**config.mk**
```make
export PLATFORM = sky130hd
export DESIGN_NAME = fifo_uart_tx
export DESIGN_NICKNAME = d
export VERILOG_FILES = /design/src/rtl/fifo_uart_pkg.sv /design/src/rtl/uart_baud_cnt.sv /design/src/rtl/fifo_uart_tx.sv
export SDC_FILE = /design/constraint.sdc
export NUM_CORES = 1
export LEC_CHECK = 0
export CORE_MARGIN = 4
export CORE_UTILIZATION = 47
export CTS_CLUSTER_SIZE = 20
export DETAILED_ROUTE_END_ITERATION = 12
export GPL_ROUTABILITY_DRIVEN = 0
export PLACE_DENSITY = 0.72
export SLEW_MARGIN = 20
export SYNTH_ARGS = -nofsm -noshare
export SYNTH_HDL_FRONTEND = slang
export SYNTH_SLANG_ARGS = --single-unit
```
**constraint.sdc**
```tcl
create_clock -name clk -period 1.6 [get_ports clk]
set_input_delay 0.24 -clock clk [delete_from_list [all_inputs] [get_ports clk]]
set_output_delay 0.24 -clock clk [all_outputs]
set_load 0.02 [all_outputs]
```
**src/rtl/fifo_uart_pkg.sv**
```systemverilog
// Shared types and helpers for the FIFO-fed UART transmitter.
package fifo_uart_pkg;

  localparam int DATA_W = 8;

  typedef enum logic [2:0] {
    IDLE   = 3'd0,
    FETCH  = 3'd1,
    LOAD   = 3'd2,
    START  = 3'd3,
    DATA   = 3'd4,
    PARITY = 3'd5,
    STOP   = 3'd6
  } tx_state_e;

  // Even parity of the byte, inverted when odd parity is selected.
  function automatic logic calc_parity(input logic [DATA_W-1:0] data, input logic odd);
    return (^data) ^ odd;
  endfunction

endpackage

```
**src/rtl/uart_baud_cnt.sv**
```systemverilog
// Bit-period counter: counts 0..CLKS_PER_BIT-1 and wraps on each bit boundary.
module uart_baud_cnt #(
  parameter int CLKS_PER_BIT = 16
) (
  input  logic clk,
  input  logic reset,
  input  logic clear,
  output logic bit_end,
  output logic bit_near_end
);

  localparam int CW = (CLKS_PER_BIT > 1) ? $clog2(CLKS_PER_BIT) : 1;
  localparam logic [CW-1:0] LAST = CW'(CLKS_PER_BIT - 1);
  // One cycle before the boundary; lets the parent register boundary-aligned pulses.
  localparam logic [CW-1:0] NEAR = CW'(CLKS_PER_BIT - 2);

  logic [CW-1:0] cnt_q;
  logic [CW-1:0] cnt_d;

  // Next count: clear wins, otherwise increment with wrap at the bit boundary.
  always_comb begin
    cnt_d = cnt_q;
    if (clear) begin
      cnt_d = '0;
    end else if (cnt_q == LAST) begin
      cnt_d = '0;
    end else begin
      cnt_d = cnt_q + CW'(1);
    end
  end

  // Counter register with synchronous reset.
  always_ff @(posedge clk) begin
    if (reset) begin
      cnt_q <= '0;
    end else begin
      cnt_q <= cnt_d;
    end
  end

  assign bit_end      = (cnt_q == LAST);
  assign bit_near_end = (cnt_q == NEAR);

endmodule

```
**src/rtl/fifo_uart_tx.sv**
```systemverilog
// Pops bytes from the byte FIFO and serialises them as UART frames on tx.
module fifo_uart_tx
  import fifo_uart_pkg::*;
#(
  parameter int CLKS_PER_BIT = 16,
  parameter int PARITY_EN    = 0,
  parameter int PARITY_ODD   = 0,
  parameter int STOP_BITS    = 1
) (
  input  logic              clk,
  input  logic              reset,
  input  logic              tx_en,
  input  logic              empty,
  input  logic [DATA_W-1:0] data_out,
  output logic              read,
  output logic              tx,
  output logic              busy,
  output logic              frame_done
);

  localparam logic PAR_EN    = (PARITY_EN != 0);
  localparam logic PAR_ODD   = (PARITY_ODD != 0);
  localparam logic STOP_LAST = (STOP_BITS == 2);

  tx_state_e         state_q, state_d;
  logic [DATA_W-1:0] shreg_q, shreg_d;
  logic              par_q, par_d;
  logic [2:0]        bit_idx_q, bit_idx_d;
  logic              stop_idx_q, stop_idx_d;
  logic              tx_q, tx_d;
  logic              read_q, read_d;
  logic              busy_q, busy_d;
  logic              fd_q, fd_d;
  logic              bit_end;
  logic              bit_near_end;
  logic              baud_clear;

  // Restart the bit timer so the start bit gets a full period.
  assign baud_clear = (state_q == LOAD);

  uart_baud_cnt #(
    .CLKS_PER_BIT(CLKS_PER_BIT)
  ) u_baud (
    .clk         (clk),
    .reset       (reset),
    .clear       (baud_clear),
    .bit_end     (bit_end),
    .bit_near_end(bit_near_end)
  );

  // Next-state, datapath and registered-output values.
  always_comb begin
    state_d    = state_q;
    shreg_d    = shreg_q;
    par_d      = par_q;
    bit_idx_d  = bit_idx_q;
    stop_idx_d = stop_idx_q;
    read_d     = 1'b0;
    fd_d       = 1'b0;
    case (state_q)
      IDLE: begin
        if (tx_en && !empty) begin
          read_d  = 1'b1;
          state_d = FETCH;
        end else begin
          state_d = IDLE;
        end
      end
      FETCH: state_d = LOAD;
      LOAD: begin
        shreg_d    = data_out;
        par_d      = calc_parity(data_out, PAR_ODD);
        bit_idx_d  = 3'd0;
        stop_idx_d = 1'b0;
        state_d    = START;
      end
      START: begin
        if (bit_end) begin
          state_d = DATA;
        end else begin
          state_d = START;
        end
      end
      DATA: begin
        if (bit_end) begin
          shreg_d   = {1'b0, shreg_q[DATA_W-1:1]};
          bit_idx_d = bit_idx_q + 3'd1;
          if (bit_idx_q == 3'd7) begin
            state_d = PAR_EN ? PARITY : STOP;
          end else begin
            state_d = DATA;
          end
        end else begin
          state_d = DATA;
        end
      end
      PARITY: begin
        if (bit_end) begin
          state_d = STOP;
        end else begin
          state_d = PARITY;
        end
      end
      STOP: begin
        // Raised one cycle early so the registered pulse lands on the final stop cycle.
        fd_d = (stop_idx_q == STOP_LAST) && bit_near_end;
        if (bit_end) begin
          if (stop_idx_q == STOP_LAST) begin
            state_d = IDLE;
          end else begin
            stop_idx_d = 1'b1;
          end
        end else begin
          state_d = STOP;
        end
      end
      default: state_d = IDLE;
    endcase

    busy_d = (state_d != IDLE);
    // The line level follows the state being entered so tx lines up with the state register.
    case (state_d)
      START:   tx_d = 1'b0;
      DATA:    tx_d = shreg_d[0];
      PARITY:  tx_d = par_d;
      default: tx_d = 1'b1;
    endcase
  end

  // State, datapath and output registers with synchronous reset.
  always_ff @(posedge clk) begin
    if (reset) begin
      state_q    <= IDLE;
      shreg_q    <= '0;
      par_q      <= 1'b0;
      bit_idx_q  <= 3'd0;
      stop_idx_q <= 1'b0;
      tx_q       <= 1'b1;
      read_q     <= 1'b0;
      busy_q     <= 1'b0;
      fd_q       <= 1'b0;
    end else begin
      state_q    <= state_d;
      shreg_q    <= shreg_d;
      par_q      <= par_d;
      bit_idx_q  <= bit_idx_d;
      stop_idx_q <= stop_idx_d;
      tx_q       <= tx_d;
      read_q     <= read_d;
      busy_q     <= busy_d;
      fd_q       <= fd_d;
    end
  end

  assign tx         = tx_q;
  assign read       = read_q;
  assign busy       = busy_q;
  assign frame_done = fd_q;

endmodule

```
; ---- Word-level counts from Yosys, hierarchy flattened
; Cells that the tools add are included.
[word_totals]
regBits = 24
latchBits = 0
ramBits = 0
rom_bits = 0
input_bits = 12
output_inout_bits = 4
wordCells = 61
mem_count = 0
[classes]
add_sub_neg = 2
n_mul = 0
n_div = 0
order_cmp = 0
n_eq_ne = 14
shift = 0
muxes = 18
bitwise = 3
reduce_logical = 13
[ops]
columns = operator, count
row1 = $pmux W3 S7, 1
row2 = $eq A3 B3 Y1 const B, 6
row3 = $pmux W8 S2, 1
row4 = $mux W3, 5
row5 = $eq A3 B2 Y1 const B, 3
row6 = $eq A4 B4 Y1 const B, 2
row7 = $mux W8, 1
row8 = $reduce_xor A8 Y1, 1
row9 = $pmux W3 S2, 1
row10 = $mux W1, 5
row11 = $add A4 B1 Y4 const B, 1
row12 = $mux W2, 2
row13 = $ne A2 B2 Y1 const B, 2
row14 = $reduce_and A2 Y1, 2
row15 = $reduce_bool A2 Y1, 2
row16 = $reduce_or A2 Y1, 2
row17 = $add A3 B1 Y3 const B, 1
row18 = $eq A3 B1 Y1 const B, 1
row19 = $logic_not A3 Y1, 1
row20 = $not A1 Y1, 3
row21 = $pmux W1 S3, 1
row22 = $reduce_bool A3 Y1, 1
row23 = $reduce_or A3 Y1, 1
row24 = $logic_and A1 B1 Y1, 2
row25 = 2 further kinds, 2

; ---- Logic depth before layout (Yosys ltp)
; Gate-level depths: netlist of run 1.
[logic_depth]
ltp_word = 6
mapped_depth = 7
mapped_depth_nobuf = 7

; ---- By module
; From an unflattened synthesis of run 1, not the netlist that was laid out.
[unflattened]
hier_cells = 127
area_unflattened_um2 = 1169.9
[by_module_without_submodules]
columns = mod, n_inst, cells_per_inst, area_each_um2, seq_area_each_um2
row1 = fifo_uart_tx, 1, 110, 989.7, 400.4
row2 = uart_baud_cnt, 1, 17, 180.2, 80.1

; ---- Worst setup path before layout of run 1
; Ideal clock, no wire load.
[synth_timing]
path_kind = flip-flop to flip-flop
startpoint = reg u_baud.cnt_q[0]
endpoint = reg tx_q, in the netlist tx
setup_ns = 0.125
arrival_ns = 1.507
path_slack_ns = -0.032
path_stages_with_launch = 7
n_path_buf = 0
period_less_slack_ns = 1.632
path_cell_list = dfxtp_1 -> ha_1 -> and3_1 -> a21oi_2 -> a221o_1 -> and4b_1 -> nor3_2
[synth_via]
elab_chain_cells = 5
elab_cells_between_ends = 12
[synth_lines]
columns = item, line
row1 = from (decl), uart_baud_cnt.sv:17  ; logic [CW-1:0] cnt_q;
row2 = from (signal assigned), uart_baud_cnt.sv:37  ; cnt_q <= cnt_d;
row3 = $eq A4 B4 Y1 (*), uart_baud_cnt.sv:41  ; assign bit_end = (cnt_q == LAST);
row4 = $mux W3 (tied with other cells), fifo_uart_tx.sv:107  ; if (bit_end) begin
row5 = $pmux W3 S7, fifo_uart_tx.sv:60  ; case (state_q)
row6 = $eq A3 B3 Y1 / $eq A3 B2 Y1 (equally long branches), fifo_uart_tx.sv:122  ; case (state_d)
row7 = $pmux W1 S3 (*), fifo_uart_tx.sv:122
row8 = to (signal assigned), fifo_uart_tx.sv:148  ; tx_q <= tx_d;
row9 = to (decl), fifo_uart_tx.sv:30  ; logic tx_q, tx_d;
; Mark *: on every way between the ends. The rest lies on a longest branch, timed or not. The select of a mux whose other input is x is not followed.
; A chain may end at the register's enable or synchronous reset.

; ---- Worst setup path after layout of run 1
[layout_timing]
startpoint = reg u_baud.cnt_q[1]
endpoint = reg tx_q, in the netlist tx
; Same word-level chain as after synthesis.

==> out/metrics.cfg, run 1 <==
[synthesis]
ys_warn_count=0
synth.yosys.seq_area_share_pct=41.3
syn_inst=135
yosysTopAreaCellShare_pct=41.3
synth_edf_count=0
synth_area_leaders=dfxtp_1 41%, xnor2_1 5.3%, a21oi_1 5.2%
synth_cell_type_count=35
synth_mux_area_share_pct=0
synth_compound_area_share_pct=16.8
synth_nets=151
synth-simple-area-share_pct=26.2
ys_seq_elements=24
synth_adder_area_share_pct=4.31
synth-xor-area-share_pct=6.78
synth_top_family_by_area=simple AND/OR/NAND/NOR gates
async_reset_ff_share_pct=0
synth_flop_cell=dfxtp_1
syn_area_per_cell_sq_um=8.61
synth.largest_area_cell=dfxtp_1
syn_area_sq_um=1160

[timing]
holdWs_ns=0.466
tightestPinTransition_ns=0.318
setup_viol=0
clock_skew_ns=0.00872
timing.slew.headroom_pct=78.7
tns_ns=0
drv_slew=0
post-route-min-period_ns=1.55
fin_crit_sh_pct=96.7
fmax_ghz=0.647
hold_viol_final=0

[drt]
detailroute.via_count=1075
drtPass1Iterations=4
wire_per_inst_um=14.1
drtIter0Drc=27
routed_wl_um=2710
ant_nets=0
vias_per_cell=5.60
drc=0

[layout]
fin_util_pct=69.0
multi_input_area_sq_um=701
final_nets=181
finalInstanceArea_sq_um=1570
diodes=0
drive_above_1_share_pct=25.0
area_growth_pct=35.1
fillers=182
ff_latch_area_sq_um=489

[place]
hpwl_um=1840
placed_cell_area_sq_um=1410
port_buffers=15

[die]
die_h_um=57.7
num_rows=17
core_sq_um=2280
start_util_pct=51.1
die-width_um=57.7
ios=16
die_area_sq_um=3330

[setup_path]
crit_top_cell=and3_4
critPathLaunchType=flop
path_buf_inv=0
max_stage_delay_ns=0.36
crit_arrival_ns=1.76
critPathSlowestCell=dfxtp_2
required_ns=1.82
path_class=reg2reg
worst-path-max-fanout=6
crit_family=simple AND/OR/NAND/NOR gates
path_cells=ha_4, and3_4, and3_4, a221o_1, and4b_1, nor3_2
critPathCaptureType=flop

[clock_network]
tritoncts=done
clk_latency_ns=0.32
ctsHtreeMaxLevel=1
hold_buffers=0
cts_buffers=3
numClockSinks=24
cts.clk_slew.worst_paths_ns=0.14
clock-root-buffer=clkbuf_4
clock_path_buffers=2

[pwr]
power.density_nw_per_um2=901
peakVddDrop_mv=0.807
finalPower_mw=1.41
leakagePower_nw=0.581

[global_route]
grt_pass1_wl_um=4480
grt-ovfl-total=0
grt_max_degree=15
antenna_found_initial=0
grt_pass1_vias=1016
grt.total_usage_pct=16.7

[min_path]
hp-class=reg2reg

[status]
status=finished, final reports clean

[run]
maxCapViolCount=0

[layout make-up]
| class | instances | area share (%) |
|---|---|---|
| sequential | 24 | 31.2 |
| tap | 28 | 2.23 |
| multi-input combinational | 100 | 44.6 |
| clock inverter | 1 | 1.91 |
| clock buffer | 3 | 1.43 |
| inverter | 4 | 0.956 |
| timing repair buffer | 32 | 17.7 |
[final timing paths]
kind	depth (start not counted)	slack, ns	to	from
worst max-delay path	6	0.05	tx	u_baud.cnt_q[1]
worst min-delay path	2	0.47	shreg_q[2]	shreg_q[2]
worst max register to register	6	0.05	tx	u_baud.cnt_q[1]
worst min register to register	2	0.47	shreg_q[2]	shreg_q[2]
[cell usage after synthesis, types with 2 or more instances]
library cell / number
o211ai_1: 2
a21oi_1: 12
a22oi_1: 6
xnor2_1: 7
or3_1: 2
nand2_1: 13
nor2_1: 11
xor2_1: 2
a21boi_0: 2
clkbuf_1: 4
dfxtp_1: 24
inv_1: 4
a211oi_1: 2
nand3_1: 7
nor3_1: 6
nand4_1: 2
and3_1: 3
ha_1: 4
and2_1: 2
o21ai_0: 2
nor3b_2: 2
nand2b_1: 3
[worst register-to-register path: cells and delay by family, from the launching register on]
family	cells	cell delay (ns)
adders and majority gates	1	0.17
and+or+nand+nor	4	0.64
AOI/OAI and AO/OA	1	0.27
DFF	1	0.36
[registers in the layout (all words and copies together) (netlist names)]
| name | count |
|---|---|
| shreg_q | 8 |
| u_baud.cnt_q | 4 |
| bit_idx_q | 3 |
| state_q | 3 |
| busy | 1 |
| frame_done | 1 |
| par_q | 1 |
| read | 1 |
| stop_idx_q | 1 |
| tx | 1 |
[through the flow]
step | instances | worst slack (ns)
6_report | 192 | 0.0534
4_1_cts | 189 | 0.00702
3_3_place_gp | 184 | -0.0653
5_1_grt | 192 | -0.0185
2_1_floorplan | 135 | 0.0109
3_5_place_dp | 184 | -0.0760
[metal layers]
| metal | vias up | track usage [%] | wire (um) | part of all wire, % |
|---|---|---|---|---|
| li1 | 531 | - | - | - |
| met1 | 513 | 19.7 | 1140 | 42 |
| met2 | 31 | 30.3 | 1410 | 52 |
| met3 | 0 | 4.45 | 161 | 5.9 |
| met4 | 0 | 2.98 | 0 | 0 |
| met5 | - | 0 | 0 | 0 |
[placed cells by master (no fill, tap or decap), drive strengths merged, types with 6 or more instances in the layout]
| cell | count |
|---|---|
| nor2 | 11 |
| nor3 | 7 |
| a21oi | 13 |
| a22oi | 6 |
| clkdlybuf4s50 | 15 |
| nand3 | 7 |
| xnor2 | 7 |
| nand2 | 13 |
| buf | 17 |
| dfxtp | 24 |
[power by group]
part	total, mW	internal [mW]	switching, mW
combinational	0.295	0.153	0.142
clock	0.444	0.253	0.191
sequential	0.675	0.639	0.0364
total	1.41	1.05	0.369
[kinds of logic after synthesis]
logic type / after synthesis
xor+xnor: 9
fa+ha+maj: 4
buf+inv: 11
compound gates: 30
simple gates: 57
flops: 24
[repair_timing]
| item | CTS | global route |
|---|---|---|
| setup buffers | 1 | 3 |
| pin swaps | 0 | 7 |
| endpoints found under the hold margin | 0 | 0 |
| resized for setup | 2 | 20 |
| cloned | 0 | 0 |
| endpoints found under the setup margin | 2 | 2 |
No activity file was read; power rests on OpenSTA's default activity.
==> run 2: changes to the inputs <==
--- a/config.mk
+++ b/config.mk
@@ -5,7 +5,6 @@
 export SDC_FILE = /design/constraint.sdc
 export NUM_CORES = 1
 export LEC_CHECK = 0
-export CORE_MARGIN = 4
 export CORE_UTILIZATION = 47
 export CTS_CLUSTER_SIZE = 20
 export DETAILED_ROUTE_END_ITERATION = 12
@@ -15,3 +14,4 @@
 export SYNTH_ARGS = -nofsm -noshare
 export SYNTH_HDL_FRONTEND = slang
 export SYNTH_SLANG_ARGS = --single-unit
+export TNS_END_PERCENT = 20
==> run 2 against run 1 <==
Sequential power about the same. Combinational power down 9.2%. Worst hold slack worse by 0.0045 ns. Largest power group unchanged. Highest routed layer is now met4.
==> out/metrics.cfg, run 2 (synthesis gave the netlist of run 1 again) <==
[die]
die_area_sq_um=2680
num_rows=17
die-width_um=51.7
ios=16
die_h_um=51.7
core_sq_um=2280
start_util_pct=51.1

[clock_network]
numClockSinks=24
cts_buffers=3
clock-root-buffer=clkbuf_4
clk_latency_ns=0.31
ctsHtreeMaxLevel=1
tritoncts=done
hold_buffers=0
cts.clk_slew.worst_paths_ns=0.13
clock_path_buffers=2

[layout]
largest_registers=shreg_q x8, u_baud.cnt_q x4
largest_reg_flops=8
area_growth_pct=28.3
mostFrequentLayoutCells=20 x dfxtp_1, 15 x clkdlybuf4s50_1, 14 x buf_4
finalInstanceArea_sq_um=1490
final_nets=178
drive_above_1_share_pct=18.0
diodes=0
final_common_cell=dfxtp_1
top_register=shreg_q

[setup_path]
max_stage_delay_ns=0.45
path_cells=nor3b_4, a21oi_2, a221o_1, and4b_1, nor3_2
path_buf_inv=0
critPathSlowestCell=dfxtp_1
required_ns=1.81
worst-path-max-fanout=4
path_class=reg2reg
crit_family=simple AND/OR/NAND/NOR gates
crit_arrival_ns=1.75
critPathLaunchType=flop
critPathCaptureType=flop

[global_route]
grt_pass1_vias=909
grt_max_degree=14
antenna_found_initial=0
grt-ovfl-total=0
grt_pass1_wl_um=3770
grt.total_usage_pct=19.0

[min_path]
hp-class=reg2reg

[pwr]
clkPwrFrac_pct=24.9
p_switching_mw=0.336
comb_power_share_pct=21.4
leakagePower_nw=0.556
power.density_nw_per_um2=840
peakVddDrop_mv=0.630
switching_share_pct=26.8
internal_power_mw=0.917
p_seq_share_pct=53.7

[timing]
hold_viol_final=0
grt_setup_unrepaired=false
fmax_ghz=0.649
fin_crit_sh_pct=96.3
setup_viol=0
post-route-min-period_ns=1.54
timing.slew.headroom_pct=78.4
clock_skew_ns=0.00605
drv_slew=0
tns_ns=0
tightestPinTransition_ns=0.323

[drt]
drtPass1Iterations=4
vias_per_cell=5.39
drc=0
routed_wl_um=2420
wire_per_inst_um=12.8
detailroute.via_count=1018
drtIter0Drc=22
ant_nets=0

[place]
port_buffers=15
placed_cell_area_sq_um=1410
hpwl_um=1790

[run]
maxCapViolCount=0

[status]
status=finished, final reports clean

[run 2: cell count changes in the layout (fill, tap and decap cells not counted), moves of 2 or more]
cell     change
dfxtp_1      +3
dfxtp_2      -3
a21oi_1      +2
a21oi_2      -2
o21ai_0      +2
buf_4        -3
[run 2: cell type report]
type	count	area, sq um
inverter	4	15.0
tap	28	35.0
clock buffer	4	36.3
fill	203	785
multi-input combinational	100	664
sequential	24	485
timing repair buffer	29	255
[run 2: path summary, 6_finish.rpt]
path                    from          to  slack [ns]  cells past startpoint
setup / recovery  state_q[2]          tx        0.06                      5
setup reg to reg  state_q[2]          tx        0.06                      5
hold reg to reg   shreg_q[1]  shreg_q[1]        0.46                      2
hold / removal    shreg_q[1]  shreg_q[1]        0.46                      2
[run 2: routing by layer]
layer	wire length, um	global-route usage [%]
met2	1180	33.1
met4	27	7.21
met1	1120	23.1
met3	88	3.51
met5	0	0
[run 2: metrics by stage]
step                      instances  power, mW  hold slack [ns]  utilization (%)  setup slack, ns
after global placement          184      0.930            0.444             62.0          -0.0686
after CTS                       189       1.25            0.470             64.3          0.00692
after detailed placement        184      0.937            0.452             62.0          -0.0843
final                           189       1.25            0.461             65.5           0.0594
after global routing            189       1.31            0.481             65.5         0.000840
after floorplan                 135      0.833            0.317                -           0.0109
[run 2: worst register-to-register path, cell delays in order, from the launching register on]
cell and delay [ns]:
dfxtp_1 0.45, nor3b_4 0.30, a21oi_2 0.10, a221o_1 0.30
and4b_1 0.27, nor3_2 0.04
[run 2: power groups by stage]
stage                     Combinational [mW]  Clock, mW  Sequential [mW]
after floorplan                        0.159          0            0.673
after global placement                 0.256          0            0.675
after detailed placement               0.260          0            0.676
after CTS                              0.265      0.326            0.663
after global routing                   0.293      0.342            0.678
final                                  0.268      0.312            0.672
[run 2: timing repair]
action	CTS	global route
endpoints found under the setup margin	2	2
pin swaps	0	5
gates resized for setup	2	7
buffers inserted	1	0
endpoints found under the hold margin	0	0
==> run 3: changes to the inputs <==
--- a/config.mk
+++ b/config.mk
@@ -9,7 +9,9 @@
 export CTS_CLUSTER_SIZE = 20
 export DETAILED_ROUTE_END_ITERATION = 12
 export GPL_ROUTABILITY_DRIVEN = 0
+export GPL_TIMING_DRIVEN = 0
 export PLACE_DENSITY = 0.72
+export REMOVE_ABC_BUFFERS = 1
 export SLEW_MARGIN = 20
 export SYNTH_ARGS = -nofsm -noshare
 export SYNTH_HDL_FRONTEND = slang
==> run 3 against run 2 <==
Sequential share of layout area decreased by 0.25 points. Final area is 2.6% higher. Wire length grew 8.5%. Critical endpoint unchanged.
==> out/metrics.cfg, run 3 (synthesis gave the netlist of run 1 again) <==
[status]
status=finished, final reports clean

[clock_network]
ctsHtreeMaxLevel=1
numClockSinks=24
tritoncts=done
cts.clk_slew.worst_paths_ns=0.14
hold_buffers=0
clk_latency_ns=0.32
cts_buffers=3
clock-root-buffer=clkbuf_4
clock_path_buffers=2

[setup_path]
path_cells=ha_4, and3_4, and3_4, a221o_1, and4b_1, nor3_2
path_buf_inv=0
crit_family=simple AND/OR/NAND/NOR gates
crit_top_cell=and3_4
max_stage_delay_ns=0.38
worst-path-max-fanout=5
required_ns=1.83
critPathCaptureType=flop
critPathSlowestCell=dfxtp_4
critPathLaunchType=flop
path_class=reg2reg
crit_arrival_ns=1.81

[run]
maxCapViolCount=0

[die]
die_area_sq_um=2680
num_rows=17
die-width_um=51.7
die_h_um=51.7
ios=16
start_util_pct=51.1
core_sq_um=2280

[timing]
fin_ws_ns=0.0172
tightestPinTransition_ns=0.494
setup_viol=0
clock_skew_ns=0.00193
timing.slew.headroom_pct=67.1
hold_viol_final=0
fmax_ghz=0.632
holdWs_ns=0.469
grt_setup_unrepaired=true
fin_crit_sh_pct=98.9
drv_slew=0
post-route-min-period_ns=1.58

[place]
dpl.cell_count=171
hpwl_um=1660
port_buffers=15
place_ws_ns=-0.622

[pwr]
leakagePower_nw=0.561
switching_share_pct=26.3
peakVddDrop_mv=0.730
clkPwrFrac_pct=32.3
comb_power_share_pct=19.0
p_seq_share_pct=48.7
power.density_nw_per_um2=905
internal_power_mw=1.02
p_switching_mw=0.364

[global_route]
grt_max_degree=15
grt_pass1_wl_um=4200
antenna_found_initial=0
grt-ovfl-total=0
grt_pass1_vias=990
grt.total_usage_pct=21.7

[layout]
area_growth_pct=31.6
largest_reg_flops=8
mostFrequentLayoutCells=19 x dfxtp_1, 14 x clkdlybuf4s50_1, 13 x nand2_1
diodes=0
fin_util_pct=67.2
final_common_cell=dfxtp_1
final_nets=174
top_register=shreg_q
largest_registers=shreg_q x8, u_baud.cnt_q x4
fin_cells=185
drive_above_1_share_pct=19.7

[drt]
detailroute.via_count=1052
routed_wl_um=2620
drtPass1Iterations=4
ant_nets=0
vias_per_cell=5.69
wire_per_inst_um=14.2
drc=0
drtIter0Drc=19

[min_path]
hp-class=reg2reg

run 3: cell count changes in the layout (fill, tap and decap cells not counted), sizes merged:
| cell | delta |
|---|---|
| clkbuf | -1 |
| buf | -4 |
| clkdlybuf4s50 | -1 |
| bufinv | +1 |
| dlygate4sd2 | +1 |
run 3: metrics by stage:
step | TNS [ns] | cell area [sq um] | power, mW
detailed placement | -2.69 | 1310 | 0.900
CTS | 0 | 1450 | 1.37
global placement | -2.51 | 1310 | 0.893
finish | 0 | 1530 | 1.39
global route | -0.116 | 1530 | 1.45
floorplan | -0.355 | 1120 | 0.816
run 3: path summary, 6_finish.rpt:
path | startpoint | endpoint | slack, ns | depth (start not counted)
max | u_baud.cnt_q[1] | tx | 0.02 | 6
min | shreg_q[4] | shreg_q[4] | 0.47 | 2
max reg2reg | u_baud.cnt_q[1] | tx | 0.02 | 6
min reg2reg | shreg_q[4] | shreg_q[4] | 0.47 | 2
run 3: worst reg2reg max path, delay by kind of cell, from the launching register on:
kind,cells,cell delay (ns)
compound gates,1,0.26
fa+ha+maj,1,0.17
flops,1,0.38
simple gates,4,0.67
run 3: repair_timing:
item	CTS	global route
gates resized for setup	14	12
pin swaps	1	5
endpoints found under the setup margin	13	10
buffers inserted	6	4
run 3: per-layer routing:
metal | up-vias | part of all wire, % | global-route usage (%) | wire length [um]
li1 | 518 | - | - | -
met1 | 495 | 42 | 24.4 | 1090
met3 | 7 | 5.5 | 5.56 | 144
met2 | 32 | 51 | 39.2 | 1340
met5 | - | 0 | 0 | 0
met4 | 0 | 1.9 | 7.66 | 51
run 3: cell type report:
class                   count  area [sq um]
fillers                   184           746
repair buffers             25           224
inverters                   4          15.0
multi-input cells         100           709
clock inverters             1          30.0
flip-flops and latches     24           494
well taps                  28          35.0
clock buffers               3          22.5
run 3: power groups by stage:
stage	combinational (mW)	sequential, mW	clock [mW]
after detailed placement	0.220	0.680	0
final	0.263	0.675	0.447
after global routing	0.294	0.682	0.477
after global placement	0.214	0.679	0
after CTS	0.248	0.669	0.449
after floorplan	0.134	0.682	0
